===== src/rtl/shift_expander_if.sv =====
// shift_expander_if
//   Host-side handshake and data bundle for shift_expander.
//   start    : request one transfer (host -> controller)
//   auto     : re-arm a transfer automatically after each completion
//   out_data : value presented on the '595 outputs, captured at transfer start
//   in_data  : last value read from the '165 chain, updated with done
//   busy     : transfer in progress
//   done     : one-cycle completion pulse
interface shift_expander_if #(
    parameter int WIDTH = 24
);
    logic             start;
    logic             auto;
    logic [WIDTH-1:0] out_data;
    logic [WIDTH-1:0] in_data;
    logic             busy;
    logic             done;

    modport master (
        output start,
        output auto,
        output out_data,
        input  in_data,
        input  busy,
        input  done
    );

    modport slave (
        input  start,
        input  auto,
        input  out_data,
        output in_data,
        output busy,
        output done
    );
endinterface


===== src/rtl/shift_expander.sv =====
// shift_expander
//   Serial I/O expander controller: one daisy-chained 74165 input chain and
//   one 74595 output chain sharing a single shift clock. A transfer
//   parallel-loads the '165 chain, clocks WIDTH bits out (MSB first) while
//   clocking WIDTH bits in (MSB first), then pulses the '595 storage clock.
//
// Ports
//   clk        system clock, rising edge
//   rst        synchronous active-high reset
//   bus        handshake/data bundle (start, auto, out_data, in_data, busy, done)
//   sr_clk     shared shift clock ('165 CP, '595 SRCLK)
//   sr_load_n  '165 parallel load, active low
//   sr_latch   '595 storage clock
//   sr_dout    serial data to the '595 chain
//   sr_din     serial data from the last '165 QH
//
// State  | meaning
// IDLE   | waiting for start (or auto re-arm right after a completion)
// LOAD   | '165 parallel load held low for DIV cycles
// SHIFT  | per bit: DIV cycles sr_clk low, then DIV cycles sr_clk high
// LATCH  | '595 storage clock high for DIV cycles
//
// All pin and handshake outputs are registered from the current state, so
// they trail the state register by one cycle. This keeps the pins glitch
// free and places the sr_din sample in the last cycle the pin clock is low.
module shift_expander #(
    parameter int WIDTH = 24,
    parameter int DIV   = 2
) (
    input  logic            clk,
    input  logic            rst,
    shift_expander_if.slave bus,
    output logic            sr_clk,
    output logic            sr_load_n,
    output logic            sr_latch,
    output logic            sr_dout,
    input  logic            sr_din
);
    localparam int PW = $clog2(DIV + 1);
    localparam int BW = $clog2(WIDTH + 1);
    localparam logic [PW-1:0] PH_INIT  = PW'(DIV - 1);
    localparam logic [BW-1:0] BIT_LAST = BW'(WIDTH - 1);

    typedef enum logic [1:0] {
        IDLE  = 2'd0,
        LOAD  = 2'd1,
        SHIFT = 2'd2,
        LATCH = 2'd3
    } state_t;

    state_t           state, state_nxt;
    logic [PW-1:0]    ph, ph_nxt;
    logic [BW-1:0]    bit_cnt, bit_nxt;
    logic             hi, hi_nxt;
    logic             fin, fin_nxt;
    logic [WIDTH-1:0] tx, tx_nxt;
    logic [WIDTH-1:0] rx, rx_nxt;
    logic [WIDTH-1:0] in_nxt;
    logic             busy_nxt, done_nxt, clk_nxt, load_n_nxt, latch_nxt, dout_nxt;
    logic             ph_tc;

    assign ph_tc = (ph == '0);

    always_ff @(posedge clk) begin
        if (rst) begin
            state       <= IDLE;
            ph          <= '0;
            bit_cnt     <= '0;
            hi          <= 1'b0;
            fin         <= 1'b0;
            tx          <= '0;
            rx          <= '0;
            bus.in_data <= '0;
            bus.busy    <= 1'b0;
            bus.done    <= 1'b0;
            sr_clk      <= 1'b0;
            sr_load_n   <= 1'b1;
            sr_latch    <= 1'b0;
            sr_dout     <= 1'b0;
        end else begin
            state       <= state_nxt;
            ph          <= ph_nxt;
            bit_cnt     <= bit_nxt;
            hi          <= hi_nxt;
            fin         <= fin_nxt;
            tx          <= tx_nxt;
            rx          <= rx_nxt;
            bus.in_data <= in_nxt;
            bus.busy    <= busy_nxt;
            bus.done    <= done_nxt;
            sr_clk      <= clk_nxt;
            sr_load_n   <= load_n_nxt;
            sr_latch    <= latch_nxt;
            sr_dout     <= dout_nxt;
        end
    end

    always_comb begin
        state_nxt = state;
        ph_nxt    = ph;
        bit_nxt   = bit_cnt;
        hi_nxt    = hi;
        fin_nxt   = 1'b0;
        tx_nxt    = tx;
        rx_nxt    = rx;

        case (state)
            IDLE: begin
                // fin is only high in the first IDLE cycle, so auto re-arms
                // exactly once per completion and start+auto start one transfer.
                if (bus.start || (bus.auto && fin)) begin
                    tx_nxt    = bus.out_data;
                    bit_nxt   = '0;
                    ph_nxt    = PH_INIT;
                    state_nxt = LOAD;
                end
            end
            LOAD: begin
                if (ph_tc) begin
                    ph_nxt    = PH_INIT;
                    hi_nxt    = 1'b0;
                    state_nxt = SHIFT;
                end else begin
                    ph_nxt = ph - PW'(1);
                end
            end
            SHIFT: begin
                if (!hi) begin
                    if (ph_tc) begin
                        rx_nxt = (rx << 1) | WIDTH'(sr_din);
                        hi_nxt = 1'b1;
                        ph_nxt = PH_INIT;
                    end else begin
                        ph_nxt = ph - PW'(1);
                    end
                end else begin
                    if (ph_tc) begin
                        tx_nxt  = tx << 1;
                        bit_nxt = bit_cnt + BW'(1);
                        hi_nxt  = 1'b0;
                        ph_nxt  = PH_INIT;
                        if (bit_cnt == BIT_LAST) begin
                            state_nxt = LATCH;
                        end
                    end else begin
                        ph_nxt = ph - PW'(1);
                    end
                end
            end
            LATCH: begin
                if (ph_tc) begin
                    state_nxt = IDLE;
                    fin_nxt   = 1'b1;
                end else begin
                    ph_nxt = ph - PW'(1);
                end
            end
            default: state_nxt = IDLE;
        endcase
    end

    always_comb begin
        busy_nxt   = (state != IDLE);
        done_nxt   = (state == IDLE) && fin;
        in_nxt     = done_nxt ? rx : bus.in_data;
        load_n_nxt = (state != LOAD);
        clk_nxt    = (state == SHIFT) && hi;
        latch_nxt  = (state == LATCH);
        dout_nxt   = (state == IDLE) ? 1'b0 : tx[WIDTH-1];
    end
endmodule


===== src/flat_wrapper.sv =====
// flat-port wrapper written by rule: the top's interface ports become plain ports
module shift_expander_flat 
#(
    parameter int WIDTH = 24,
    parameter int DIV   = 2
)
  (clk, rst, sr_clk, sr_load_n, sr_latch, sr_dout, sr_din, bus_start, bus_auto, bus_out_data, bus_in_data, bus_busy, bus_done);
  shift_expander_if #(.WIDTH(WIDTH)) bus_i ();
  input  logic clk;
  input  logic rst;
  output logic sr_clk;
  output logic sr_load_n;
  output logic sr_latch;
  output logic sr_dout;
  input  logic sr_din;
  input wire logic [$bits(bus_i.start)-1:0] bus_start;
  input wire logic [$bits(bus_i.auto)-1:0] bus_auto;
  input wire logic [$bits(bus_i.out_data)-1:0] bus_out_data;
  output wire logic [$bits(bus_i.in_data)-1:0] bus_in_data;
  output wire logic [$bits(bus_i.busy)-1:0] bus_busy;
  output wire logic [$bits(bus_i.done)-1:0] bus_done;
  assign bus_i.start = bus_start;
  assign bus_i.auto = bus_auto;
  assign bus_i.out_data = bus_out_data;
  assign bus_in_data = bus_i.in_data;
  assign bus_busy = bus_i.busy;
  assign bus_done = bus_i.done;
  shift_expander #(.WIDTH(WIDTH), .DIV(DIV)) u_core (.clk(clk), .rst(rst), .bus(bus_i), .sr_clk(sr_clk), .sr_load_n(sr_load_n), .sr_latch(sr_latch), .sr_dout(sr_dout), .sr_din(sr_din));
endmodule

===== config.mk =====
export PLATFORM = sky130hd
export DESIGN_NAME = shift_expander_flat
export DESIGN_NICKNAME = d
export VERILOG_FILES = /design/src/rtl/shift_expander_if.sv /design/src/rtl/shift_expander.sv /design/src/flat_wrapper.sv
export SDC_FILE = /design/constraint.sdc
export NUM_CORES = 1
export LEC_CHECK = 0
export CORE_ASPECT_RATIO = 1.2
export CORE_MARGIN = 5
export CORE_UTILIZATION = 35
export CTS_CLUSTER_SIZE = 12
export DETAILED_ROUTE_END_ITERATION = 10
export GPL_ROUTABILITY_DRIVEN = 0
export PLACE_DENSITY = 0.56
export SYNTH_ARGS = -nofsm -noshare
export SYNTH_HDL_FRONTEND = slang
export SYNTH_SLANG_ARGS = --single-unit

===== constraint.sdc =====
create_clock -name clk -period 3.3 [get_ports clk]
set_input_delay 0.66 -clock clk [delete_from_list [all_inputs] [get_ports clk]]
set_output_delay 0.66 -clock clk [all_outputs]
set_load 0.01 [all_outputs]

# Word level (Yosys, flattened, before mapping)
# Cells that the tools add are included.
word_totals:
  ff_bits: 89
  in_bits: 29
  output_inout_bits: 30
  elab_cells: 71
classes:
  addsub: 2
  eq_ne: 12
  n_mux: 23
  bitwise_logic: 3
  reduce_logical: 17
op_table:
  columns: ["op", "n"]
  rows:
  - ["24-bit two-way mux", 3]
  - ["24-bit one-hot mux with 2 select lines", 1]
  - ["24-bit by 1-bit OR with 24-bit output", 1]
  - ["2-bit two-way mux", 8]
  - ["5-bit two-way mux", 3]
  - ["2-bit by 1-bit inequality test with 1-bit output, second input constant", 6]
  - ["5-bit one-hot mux with 2 select lines", 1]
  - ["2-bit one-hot mux with 4 select lines", 1]
  - ["2-bit one-hot mux with 3 select lines", 1]
  - ["6-bit AND reduction", 1]
  - ["2-bit nonzero test", 3]
  - ["2-bit OR reduction", 3]
  - ["5-bit by 1-bit adder with 5-bit output, second input constant", 1]
  - ["5-bit equality test, second input constant", 1]
  - ["2-bit equality test, second input constant", 2]
  - ["2-bit logical NOT", 2]
  - ["1-bit two-way mux", 4]
  - ["2-bit inequality test, second input constant", 2]
  - ["2-bit AND reduction", 2]
  - ["4-bit AND reduction", 1]
  - ["1-bit logical AND", 3]
  - ["3-bit AND reduction", 1]
  - ["2-bit by 1-bit equality test with 1-bit output, second input constant", 1]
  - ["1-bit NOT", 2]
  - ["3 further kinds", 3]

# Depth between registers and ports, before layout
depth:
  word_depth: 5
  mapped_depth: 9
  depth_no_buf: 6

# Worst setup path after synthesis
# No wires, ideal clock.
synth_timing:
  path_kind: "register -> register"
  from: "register u_core.state[0]"
  to: "register u_core.tx[15]"
  setup_ns: 0.080
  arrival_ns: 1.493
  required_time_ns: 3.220
  slack_ns: 1.727
  stages_incl_launch_ff: 8
  path_buffers: 1
  path_cell_list: "dfxtp_1 > inv_1 > ha_1 > and2b_4 > a22oi_4 > buf_6 > nor2_1 > a211oi_2"
synth_between:
  elab_chain_cells: 3
  word_cells_on_any_way: 8
synth_rtl:
  columns: ["element", "line_no", "source"]
  rows:
  - ["from (decl)", "shift_expander.sv:51", "state_t state, state_nxt;"]
  - ["from (signal assigned)", "shift_expander.sv:81", "state <= state_nxt;"]
  - ["2-bit equality test / 2-bit logical NOT (equally long branches)", "shift_expander.sv:107", "case (state)"]
  - ["2-bit by 1-bit inequality test with 1-bit output (no source line) / 2-bit nonzero test (equally long branches)", null, null]
  - ["4-bit AND reduction (no source line)", null, null]
  - ["to (signal assigned)", "shift_expander.sv:86", "tx <= tx_nxt;"]
  - ["to (decl)", "shift_expander.sv:56", "logic [WIDTH-1:0] tx, tx_nxt;"]
# Several ways; a longest one is shown, not always the timed one.
# A chain may end at the register's enable or synchronous reset.

# Worst setup path in the final report
layout_timing:
  from: "input bus_auto"
  to: "register u_core.tx[15]"
layout_between:
  elab_chain_cells: 4
layout_rtl:
  columns: ["element", "line_no", "source"]
  rows:
  - ["from (decl)", "flat_wrapper.sv:17", "input wire logic [$bits(bus_i.auto)-1:0] bus_auto;"]
  - ["1-bit logical AND", "shift_expander.sv:111", "if (bus.start || (bus.auto && fin)) begin"]
  - ["1-bit logical OR", "shift_expander.sv:111", null]
  - ["2-bit by 1-bit inequality test with 1-bit output (no source line)", null, null]
  - ["4-bit AND reduction (no source line)", null, null]
# Every way passes these cells.

==> results.json <==
{
  "num_rows": 41,
  "root_buffer": "clkbuf_16",
  "p_per_area_nw_per_um2": 745,
  "crit_end": "u_core.tx[15]",
  "utilization_pct": 43.6,
  "path_delay_family": "buffers and inverters",
  "synthTopCellsByCount": "nand2_1, dfxtp_1, a21oi_1",
  "synth-seq-cells": 89,
  "synthTopCellsByArea": "dfxtp_1, nand2_1, a211oi_2, a21oi_1, mux2i_1",
  "die-area_um2": 12600,
  "p_leak_uw": 0.00151,
  "synth.avg_cell_area_um2": 9.12,
  "path_max_fanout": 50,
  "area_growth_pct": 23.7,
  "cts.sinks": 89,
  "grt.overflow.total": 0,
  "syn_area_um2": 3670,
  "ys_warn_count": 0,
  "io_buffers": 58,
  "synthCells": 402,
  "worstPathArrival_ns": 2.36,
  "ys_async_sr_fraction_pct": 0,
  "synth-edff-count": 0,
  "final_max_slew_viol_count": 0,
  "drc_errors": 0,
  "r2r_cells": 7,
  "post-place-ws_ns": 0.841,
  "rr_startpoint": "u_core.state[0]",
  "netlist.area_leader.share_pct": 48.6,
  "netlist.top_cell.by_area": "dfxtp_1",
  "hold_viol_final": 0,
  "cp-startpoint": "bus_auto",
  "skew_ns": 0.00637,
  "clk_pin_slew_ns": 0.06,
  "crit_cells": 6,
  "htreeDepth": 3,
  "synth_nets": 439,
  "dr.pass1.iters": 4,
  "cts_buffers": 9,
  "routedWlPerCell_um": 13.0,
  "fp.dieH_um": 122,
  "hold_buffers": 0,
  "ir_drop_mv": 0.328,
  "worst_slack_ns": 1.20,
  "fillers": 1020,
  "cts_setup_buffers": 0,
  "initial_core_util_pct": 35.2,
  "routed-via-count": 2813,
  "final.min_clock_period_ns": 2.10,
  "grt_pass1_vias": 2690,
  "cap_violations": 0,
  "max_freq_ghz": 0.477,
  "ys_seq_area_share_pct": 48.6,
  "finalSetupTns_ns": 0,
  "r2r-end": "u_core.tx[15]",
  "pin_count": 59,
  "min_path_type": "reg2reg",
  "grt_first_pass_wirelength_um": 12400,
  "grt_max_degree": 61,
  "r2r_slack_ns": 1.22,
  "drt_wl_total_um": 7540,
  "clock_latency_ns": 0.34,
  "critPathRequiredTime_ns": 3.56,
  "track_usage_pct": 12.4,
  "slew_headroom_pct": 39.1,
  "die_x_um": 103,
  "critPathSlowestCell": "buf_4",
  "drive_gt1_share_pct": 11.3,
  "p_total_uw": 3380,
  "worstSetupEndpointType": "flip-flop",
  "clockBufferDepth": 2,
  "crit_path_start_kind": "input pin",
  "yosysMostFrequentCell": "nand2_1",
  "post_cts_resized": 0,
  "fin_crit_sh_pct": 63.6,
  "status": "finished, final reports clean",
  "drtIter0Drc": 96,
  "antenna_left": 0,
  "antenna_found_initial": 0,
  "via_per_inst": 4.85,
  "synthFlopType": "dfxtp_1",
  "crit_type": "in2reg",
  "place_area_um2": 4270,
  "setup_viol_count_final": 0,
  "diodes": 0,
  "yosysUniqueCellTypes": 37,
  "fin_nets": 484,
  "critical-path-max-stage-delay_ns": 0.50,
  "core-area_um2": 10400,
  "path_cells": "clkdlybuf4s50_1, nand2_1, a22oi_4, buf_4, nor2_1, a211oi_2",
  "path_buf_inv": 2,
  "rsz0062_at_grt": "false",
  "tritoncts": "yes",
  "tightest_slew_ns": 0.912,
  "dpl.hpwl_um": 4730,
  "fin_area_um2": 4540
}
-- cell type report --
| cell class | instances | area [um^2] | share of cell area, % |
|---|---|---|---|
| clock buffer | 12 | 246 | 5.43 |
| clock inverter | 3 | 17.5 | 0.386 |
| inverter | 5 | 18.8 | 0.414 |
| multi-input combinational | 280 | 1700 | 37.5 |
| sequential | 89 | 1780 | 39.3 |
| tap | 129 | 161 | 3.56 |
| timing repair buffer | 62 | 608 | 13.4 |
-- cells in the final DEF, fill, tap and decap left out, types with 7 or more instances in the layout --
cell and count:
a211oi_2 23, a21oi_1 53, clkbuf_16 9, clkdlybuf4s50_1 57, dfxtp_1 89, ha_1 7, mux2i_1 25, nand2_1 108
nor2_1 30
-- state kept, by name, summed over array words and instances (netlist names) --
name	count
u_core.bus.in_data	24
u_core.bus.done	1
u_core.hi	1
u_core.fin	1
u_core.ph	2
u_core.bus.busy	1
u_core.sr_clk	1
u_core.rx	24
u_core.state	2
u_core.sr_latch	1
u_core.sr_load_n	1
u_core.bit_cnt	5
u_core.sr_dout	1
u_core.tx	24
-- worst register-to-register path, stage by stage (launching register included) --
cell      delay, ns
dfxtp_1        0.38
inv_1          0.10
ha_1           0.30
and2b_4        0.23
a22oi_4        0.15
buf_4          0.50
nor2_1         0.15
a211oi_2       0.21
-- worst min path at each step --
stage	slack [ns]	from	cells past startpoint	endpoint
3_3_place_gp	0.44	u_core.tx[0]	2	u_core.tx[0]
5_1_grt	0.47	u_core.bus.in_data[8]	2	u_core.bus.in_data[8]
3_5_place_dp	0.45	u_core.tx[23]	1	u_core.sr_dout
4_1_cts	0.46	u_core.bus.in_data[19]	2	u_core.bus.in_data[19]
6_report	0.45	u_core.bus.in_data[20]	2	u_core.bus.in_data[20]
2_1_floorplan	0.43	u_core.tx[23]	1	u_core.sr_dout
-- per-layer routing --
metal / GRT usage, % / share of wire [%] / up-vias
met1: 15.8 / 47 / 1288
met4: 6.72 / 2.9 / 0
met3: 2.69 / 4.9 / 18
li1: - / - / 1452
met5: 0 / 0 / -
met2: 19.3 / 45 / 55
-- stage by stage --
stage          instances  hold WS [ns]
6_report             580         0.454
5_1_grt              580         0.470
4_1_cts              580         0.458
3_5_place_dp         565         0.449
3_3_place_gp         565         0.444
2_1_floorplan        402         0.431
-- kinds of logic after synthesis --
logic type                 synth area share (%)
AOI/OAI and AO/OA                          19.7
and+or+nand+nor                            17.1
adders and majority gates                  2.73
buffers and inverters                      5.05
DFF                                        48.6
muxes                                      6.82
-- report_power, final --
part           internal (uW)  leakage (uW)  switching (uW)
registers               1220      0.000724            74.4
clock network            524      0.000128             401
logic                    470      0.000656             689
total                   2220       0.00151            1160
Power figures use the tool's default switching activity.
